--- src/rtl/guess_game_controller_if.sv ---
// ----------------------------------------------------------------------------
// guess_game_controller_if
//   Groups the player-facing controls and the display-facing results of the
//   number-guessing game controller into one bundle.
//
//   Signals
//     start         level, rising edge starts a new game
//     submit        level, rising edge submits guess_in
//     guess_in[3:0] player guess value
//     fixed_secret  1: secret is taken from secret_in when a game starts
//     secret_in[3:0] directed secret value
//     state[2:0]    000 WAIT, 001 GUESS, 010 FEEDBACK, 011 WIN, 100 LOSE
//     guess[3:0]    result code: 0000 low, 0001 high, 0010 correct, 1111 none
//     remaining_guesses[3:0] attempts left in the current game
//
//   Modports
//     master : the player / stimulus side (drives controls, reads results)
//     slave  : the controller side (reads controls, drives results)
// ----------------------------------------------------------------------------
interface guess_game_controller_if;
  logic       start;
  logic       submit;
  logic [3:0] guess_in;
  logic       fixed_secret;
  logic [3:0] secret_in;
  logic [2:0] state;
  logic [3:0] guess;
  logic [3:0] remaining_guesses;

  modport master (
    output start,
    output submit,
    output guess_in,
    output fixed_secret,
    output secret_in,
    input  state,
    input  guess,
    input  remaining_guesses
  );

  modport slave (
    input  start,
    input  submit,
    input  guess_in,
    input  fixed_secret,
    input  secret_in,
    output state,
    output guess,
    output remaining_guesses
  );
endinterface

--- src/rtl/guess_game_controller.sv ---
// ----------------------------------------------------------------------------
// guess_game_controller
//   Sequencing FSM for the number-guessing game. A secret is latched when a
//   game starts (either a directed value or a free-running seed counter),
//   each submitted guess is compared against it, attempts are counted down,
//   and a short FEEDBACK phase is timed between guesses. The state, result
//   code and remaining-attempt count are registered and feed the
//   seven-segment display block directly.
//
//   Parameters
//     MAX_GUESSES     attempts per game (1..15)
//     FEEDBACK_CYCLES cycles the FEEDBACK state is held (>= 1)
//     SECRET_MAX      largest secret value; the seed counter wraps here (<= 15)
//
//   Ports
//     clk    system clock, rising edge
//     reset  synchronous, active-high reset
//     bus    guess_game_controller_if.slave (controls in, results out)
// ----------------------------------------------------------------------------
module guess_game_controller #(
  parameter int MAX_GUESSES     = 5,
  parameter int FEEDBACK_CYCLES = 4,
  parameter int SECRET_MAX      = 15
) (
  input  logic                          clk,
  input  logic                          reset,
  guess_game_controller_if.slave        bus
);

  localparam int TIMER_W = (FEEDBACK_CYCLES > 1) ? $clog2(FEEDBACK_CYCLES) : 1;

  localparam logic [3:0] CODE_LOW     = 4'b0000;
  localparam logic [3:0] CODE_HIGH    = 4'b0001;
  localparam logic [3:0] CODE_CORRECT = 4'b0010;
  localparam logic [3:0] CODE_NONE    = 4'b1111;

  localparam logic [3:0]         REM_FULL   = 4'(MAX_GUESSES);
  localparam logic [3:0]         SEED_LAST  = 4'(SECRET_MAX);
  localparam logic [TIMER_W-1:0] TIMER_LOAD = TIMER_W'(FEEDBACK_CYCLES - 1);

  typedef enum logic [2:0] {
    S_WAIT     = 3'b000,
    S_GUESS    = 3'b001,
    S_FEEDBACK = 3'b010,
    S_WIN      = 3'b011,
    S_LOSE     = 3'b100
  } state_t;

  // Registered state
  state_t             state_r;
  logic [3:0]         guess_r;
  logic [3:0]         remaining_r;
  logic [3:0]         secret_r;
  logic [3:0]         seed_r;
  logic [TIMER_W-1:0] timer_r;
  logic               start_q_r;
  logic               submit_q_r;

  // Next-state values
  state_t             state_nxt_s;
  logic [3:0]         guess_nxt_s;
  logic [3:0]         remaining_nxt_s;
  logic [3:0]         secret_nxt_s;
  logic [TIMER_W-1:0] timer_nxt_s;

  logic               start_p_s;
  logic               submit_p_s;
  logic [3:0]         start_secret_s;

  // A held level yields a single pulse on its first cycle.
  assign start_p_s  = bus.start  & ~start_q_r;
  assign submit_p_s = bus.submit & ~submit_q_r;

  // Secret chosen when a game starts.
  assign start_secret_s = bus.fixed_secret ? bus.secret_in : seed_r;

  // Edge-detect history registers, refreshed every cycle.
  always_ff @(posedge clk) begin
    if (reset) begin
      start_q_r  <= 1'b0;
      submit_q_r <= 1'b0;
    end else begin
      start_q_r  <= bus.start;
      submit_q_r <= bus.submit;
    end
  end

  // Free-running seed counter; the player's start timing picks the secret.
  always_ff @(posedge clk) begin
    if (reset) begin
      seed_r <= 4'd0;
    end else if (seed_r == SEED_LAST) begin
      seed_r <= 4'd0;
    end else begin
      seed_r <= seed_r + 4'd1;
    end
  end

  // FSM state and datapath register update.
  always_ff @(posedge clk) begin
    if (reset) begin
      state_r     <= S_WAIT;
      guess_r     <= CODE_NONE;
      remaining_r <= REM_FULL;
      secret_r    <= 4'd0;
      timer_r     <= '0;
    end else begin
      state_r     <= state_nxt_s;
      guess_r     <= guess_nxt_s;
      remaining_r <= remaining_nxt_s;
      secret_r    <= secret_nxt_s;
      timer_r     <= timer_nxt_s;
    end
  end

  // Next-state and datapath decisions; every register holds by default.
  always_comb begin
    state_nxt_s     = state_r;
    guess_nxt_s     = guess_r;
    remaining_nxt_s = remaining_r;
    secret_nxt_s    = secret_r;
    timer_nxt_s     = timer_r;

    case (state_r)
      S_WAIT, S_WIN, S_LOSE: begin
        // Only a new game leaves these states; submits are ignored.
        if (start_p_s) begin
          state_nxt_s     = S_GUESS;
          secret_nxt_s    = start_secret_s;
          remaining_nxt_s = REM_FULL;
          guess_nxt_s     = CODE_NONE;
        end else begin
          state_nxt_s = state_r;
        end
      end

      S_GUESS: begin
        // start has priority: a simultaneous submit is discarded.
        if (start_p_s) begin
          state_nxt_s     = S_GUESS;
          secret_nxt_s    = start_secret_s;
          remaining_nxt_s = REM_FULL;
          guess_nxt_s     = CODE_NONE;
        end else if (submit_p_s) begin
          if (bus.guess_in == secret_r) begin
            state_nxt_s = S_WIN;
            guess_nxt_s = CODE_CORRECT;
          end else begin
            // In GUESS remaining_r is always >= 1, so this cannot underflow.
            state_nxt_s     = S_FEEDBACK;
            guess_nxt_s     = (bus.guess_in < secret_r) ? CODE_LOW : CODE_HIGH;
            remaining_nxt_s = remaining_r - 4'd1;
            timer_nxt_s     = TIMER_LOAD;
          end
        end else begin
          state_nxt_s = S_GUESS;
        end
      end

      S_FEEDBACK: begin
        // Timer loaded with N-1 and left on zero gives exactly N cycles here.
        if (timer_r == '0) begin
          if (remaining_r == 4'd0) begin
            state_nxt_s = S_LOSE;
          end else begin
            state_nxt_s = S_GUESS;
            guess_nxt_s = CODE_NONE;
          end
        end else begin
          timer_nxt_s = timer_r - TIMER_W'(1);
        end
      end

      default: begin
        // Corrupted encoding: recover to a clean idle game.
        state_nxt_s     = S_WAIT;
        guess_nxt_s     = CODE_NONE;
        remaining_nxt_s = REM_FULL;
        secret_nxt_s    = 4'd0;
        timer_nxt_s     = '0;
      end
    endcase
  end

  assign bus.state             = state_r;
  assign bus.guess             = guess_r;
  assign bus.remaining_guesses = remaining_r;

  guess_game_checker #(
    .MAX_GUESSES (MAX_GUESSES)
  ) u_checker (
    .clk               (clk),
    .reset             (reset),
    .state             (state_r),
    .remaining_guesses (remaining_r)
  );

endmodule

// ----------------------------------------------------------------------------
// guess_game_checker
//   Invariants of the controller outputs.
//
//   Ports
//     clk, reset         as the controller
//     state[2:0]         controller state register
//     remaining_guesses  controller attempt counter
// ----------------------------------------------------------------------------
module guess_game_checker #(
  parameter int MAX_GUESSES = 5
) (
  input logic       clk,
  input logic       reset,
  input logic [2:0] state,
  input logic [3:0] remaining_guesses
);

  // The attempt counter never exceeds the per-game allowance.
  remaining_in_range: assert property (
    @(posedge clk) disable iff (reset)
      remaining_guesses <= 4'(MAX_GUESSES)
  );

  // Only the five defined encodings are ever visible after reset.
  state_legal: assert property (
    @(posedge clk) disable iff (reset)
      state <= 3'b100
  );

endmodule

--- src/flat_wrapper.sv ---
// flat-port wrapper written by rule: the top's interface ports become plain ports
module guess_game_controller_flat 
#(
  parameter int MAX_GUESSES     = 5,
  parameter int FEEDBACK_CYCLES = 4,
  parameter int SECRET_MAX      = 15
)
  (clk, reset, bus_start, bus_submit, bus_guess_in, bus_fixed_secret, bus_secret_in, bus_state, bus_guess, bus_remaining_guesses);
  guess_game_controller_if bus_i ();
  input  logic clk;
  input  logic reset;
  input wire logic [$bits(bus_i.start)-1:0] bus_start;
  input wire logic [$bits(bus_i.submit)-1:0] bus_submit;
  input wire logic [$bits(bus_i.guess_in)-1:0] bus_guess_in;
  input wire logic [$bits(bus_i.fixed_secret)-1:0] bus_fixed_secret;
  input wire logic [$bits(bus_i.secret_in)-1:0] bus_secret_in;
  output wire logic [$bits(bus_i.state)-1:0] bus_state;
  output wire logic [$bits(bus_i.guess)-1:0] bus_guess;
  output wire logic [$bits(bus_i.remaining_guesses)-1:0] bus_remaining_guesses;
  assign bus_i.start = bus_start;
  assign bus_i.submit = bus_submit;
  assign bus_i.guess_in = bus_guess_in;
  assign bus_i.fixed_secret = bus_fixed_secret;
  assign bus_i.secret_in = bus_secret_in;
  assign bus_state = bus_i.state;
  assign bus_guess = bus_i.guess;
  assign bus_remaining_guesses = bus_i.remaining_guesses;
  guess_game_controller #(.MAX_GUESSES(MAX_GUESSES), .FEEDBACK_CYCLES(FEEDBACK_CYCLES), .SECRET_MAX(SECRET_MAX)) u_core (.clk(clk), .reset(reset), .bus(bus_i));
endmodule
--- config.mk ---
export PLATFORM = sky130hd
export DESIGN_NAME = guess_game_controller_flat
export DESIGN_NICKNAME = d
export VERILOG_FILES = /design/src/rtl/guess_game_controller_if.sv /design/src/rtl/guess_game_controller.sv /design/src/flat_wrapper.sv
export SDC_FILE = /design/constraint.sdc
export NUM_CORES = 1
export LEC_CHECK = 0
export CAP_MARGIN = 20
export CELL_PAD_IN_SITES_DETAIL_PLACEMENT = 1
export CELL_PAD_IN_SITES_GLOBAL_PLACEMENT = 1
export CORE_UTILIZATION = 39
export DETAILED_ROUTE_END_ITERATION = 8
export PLACE_DENSITY_LB_ADDON = 0.1
export SKIP_CTS_REPAIR_TIMING = 1
export SLEW_MARGIN = 20
export SYNTH_ARGS = -nofsm -noshare
export SYNTH_HDL_FRONTEND = slang
export SYNTH_SLANG_ARGS = --single-unit
--- constraint.sdc ---
create_clock -name clk -period 2.34 [get_ports clk]
set_input_delay 0.234 -clock clk [delete_from_list [all_inputs] [get_ports clk]]
set_output_delay 0.234 -clock clk [all_outputs]
set_load 0.05 [all_outputs]
==> qor.csv <==
stage,metric,value,unit
run_status,status,finished clean,
detailed_routing,drt_iter0_drc,32,
worst_setup_path,worstReg2RegStart,u_core.bus.state[0]$_SDFFE_PP0P_,
worst_setup_path,rrSetupSlack,0.49,ns
timing,setup_tns,0,ns
timing,fmax,454,MHz
power_and_ir_drop,cellLeakagePower,0.587,nW
final_layout,layout-drive-gt1-share,0.107,
worst_setup_path,cp-start-kind,flip-flop,
timing,period_share,0.941,
power_and_ir_drop,ir_worst_vdd,0.000334,V
global_route,overflow,0,
cts,clkSinkCount,22,
worst_setup_path,path_depth,1,
worst_setup_path,crit_family,buffers and inverters,
job,drv_cap,0,
place,place_worst_setup_slack,0.258,ns
timing,slew_viol_final,0,
timing,hold_viol,0,
place,gp_congestion,0.831,
final_layout,flow.area_growth_from_synthesis,21.6,%
worst_setup_path,arrival,1.97,ns
floorplan,die_w,60.1,um
cts,cts_tree,done,
synthesis,synthCells,147,
synthesis,ys_async_sr_fraction,0,
synthesis,avgSynthCellArea,8.95,um2
cts,cts_buffers,3,
worst_setup_path,worst_setup_path_end_kind,output port,
place,dpl_cell_area,0.00156,mm2
timing,rsz0062_at_grt,no,
worst_setup_path,path_cells,clkdlybuf4s50_1,
synthesis,synth-seq-cells,22,
synthesis,synth.area.top_cells,"dfxtp_1, ha_1, a21oi_1, mux2i_1, inv_1",
floorplan,die_area,0.00361,mm2
place,dpl.hpwl,2490,um
hold_path,hp-class,reg2reg,
synthesis,synth_nets,168,
floorplan,row_count,20,
detailed_routing,viasPerCell,5.62,
timing,fin_skew,0.00244,ns
synthesis,synth_fa_ha_area_frac,0.0760,
final_layout,final_common_cell,clkdlybuf4s50_1,
synthesis,yosysWarnings,0,
worst_setup_path,cpMaxStageDelayCell,clkdlybuf4s50_1,
global_route,grt_max_degree,17,
synthesis,synth-edff-count,0,
place,io_buffers,23,
worst_setup_path,cp-startpoint,u_core.bus.state[0]$_SDFFE_PP0P_,
cts,htree_levels,1,
synthesis,synth_top_family_by_area,simple AND/OR/NAND/NOR gates,
detailed_routing,vias,1197,
synthesis,ys_seq_area_frac,0.335,
detailed_routing,wl_per_cell,14.6,um
timing,setup_slack,0.138,ns
detailed_routing,drc,0,
synthesis,synth.top_cell.area_share,0.335,
synthesis,synth_top_area_cell,dfxtp_1,
final_layout,mostFrequentLayoutCells,"clkdlybuf4s50_1, dfxtp_1, a21oi_1",
cts,cts.path.max_buffers,2,
synthesis,yosysUniqueCellTypes,50,
cts,cts_root_buf,clkbuf_4,
final_layout,fin_area,0.00160,mm2
synthesis,synth-simple-area-share,0.242,
final_layout,fin_cells,213,
timing,tightestPinTransition,0.606,ns
floorplan,die_y,60.1,um
synthesis,yosys_most_used_dff,dfxtp_1,
detailed_routing,ant_nets,0,
worst_setup_path,reg2regPathDepth,3,
worst_setup_path,crit_type,reg2out,
worst_setup_path,crit_buf_inv,1,
synthesis,synth_xor_xnor_area_share,0.00665,
timing,relSlewSlack,0.596,
worst_setup_path,crit_path_max_fanout,16,
global_route,grt_pass1_vias,1201,
timing,min_period,2.20,ns
power_and_ir_drop,p_per_area,524,mW/mm2
place,dp_cells,209,
detailed_routing,routed_wirelength,3100,um
synthesis,synth_compound_area_frac,0.217,
worst_setup_path,cp-endpoint,bus_state[0],
global_route,grt_pass1_wl,5200,um
worst_setup_path,crit-reg2reg-capture,u_core.secret_r[2]$_SDFFE_PP0P_,
worst_setup_path,cp_data_required_time,2.11,ns
cts,cts.clk_slew.worst_paths,0.12,ns
final_layout,final_util,0.512,
floorplan,io_pins,24,
synthesis,synth_mux_area_frac,0.0494,
floorplan,core_area,0.00313,mm2
global_route,antenna_found_initial,0,
cts,insertion_delay,0.32,ns
final_layout,insertedDiodeCount,0,
timing,setup_viol,0,
global_route,grt_use_total,0.195,
synthesis,syn_area,0.00132,mm2
floorplan,start_util,0.421,
worst_setup_path,slowest_delay,0.92,ns
final_layout,layout.nets,191,
detailed_routing,dr.pass1.iters,4,
area by class of cell:
class | count | area [um2]
Fill cell | 381 | 1530
Multi-Input combinational cell | 106 | 778
Sequential cell | 22 | 440
Timing Repair Buffer | 25 | 245
Tap cell | 44 | 55.1
Inverter | 12 | 45.0
Clock buffer | 4 | 36.3
where the power goes:
group	switching (mW)	internal (mW)	leakage, nW
combinational	0.114	0.0910	0.387
sequential	0.0235	0.393	0.180
clock	0.122	0.0953	0.0210
worst min path at each step:
stage,start,endpoint,slack [ns],cells past startpoint
2_1_floorplan,bus_start,u_core.start_q_r$_SDFF_PP0_,0.36,1
3_3_place_gp,u_core.secret_r[1]$_SDFFE_PP0P_,u_core.secret_r[1]$_SDFFE_PP0P_,0.46,2
3_5_place_dp,u_core.secret_r[2]$_SDFFE_PP0P_,u_core.secret_r[2]$_SDFFE_PP0P_,0.47,2
4_1_cts,u_core.secret_r[2]$_SDFFE_PP0P_,u_core.secret_r[2]$_SDFFE_PP0P_,0.49,2
5_1_grt,u_core.secret_r[1]$_SDFFE_PP0P_,u_core.secret_r[1]$_SDFFE_PP0P_,0.53,2
6_report,u_core.secret_r[2]$_SDFFE_PP0P_,u_core.secret_r[2]$_SDFFE_PP0P_,0.49,2
per-stage QoR:
stage	hold WS, ns	power [mW]
floorplan	0.362	0.565
global placement	0.463	0.622
detailed placement	0.474	0.630
CTS	0.492	0.853
global route	0.535	0.879
finish	0.488	0.839
Yosys cell counts, types with 2 or more instances:
cell / n
dfxtp_1: 22
a21oi_1: 16
inv_1: 12
ha_1: 8
nor2_1: 8
mux2i_1: 5
nor3_1: 5
o21ai_0: 5
or4_1: 4
a31oi_1: 3
buf_6: 3
nand2_1: 3
nand2b_1: 3
nand4_1: 3
nor2b_1: 3
o21ai_1: 3
a211oi_1: 2
and2_1: 2
clkbuf_1: 2
nand2b_2: 2
nand3_1: 2
nand4b_1: 2
nor3b_1: 2
cells by family (layout without fill, tap and decap cells):
| group | count (synthesis) | count (layout) |
|---|---|---|
| AOI/OAI and AO/OA | 43 | 43 |
| xor gates and xnor gates | 1 | 1 |
| adders and majority gates | 8 | 8 |
| buffers and inverters | 19 | 41 |
| DFF | 22 | 22 |
| muxes | 6 | 6 |
| and+or+nand+nor | 48 | 48 |
per-layer routing:
| layer | vias up | track usage | wire length [um] |
|---|---|---|---|
| met3 | 5 | 0.0260 | 78 |
| met4 | 0 | 0.0831 | 52 |
| met5 | - | 0 | 0 |
| met2 | 21 | 0.349 | 1510 |
| li1 | 584 | - | - |
| met1 | 587 | 0.231 | 1460 |
state kept, by name (all words and copies together) (netlist names):
register / cells
u_core.seed_r: 4
u_core.bus.guess: 3
u_core.submit_q_r: 1
u_core.timer_r: 2
u_core.bus.remaining_guesses: 4
u_core.bus.state: 3
u_core.start_q_r: 1
u_core.secret_r: 4
Power figures use the tool's default switching activity.
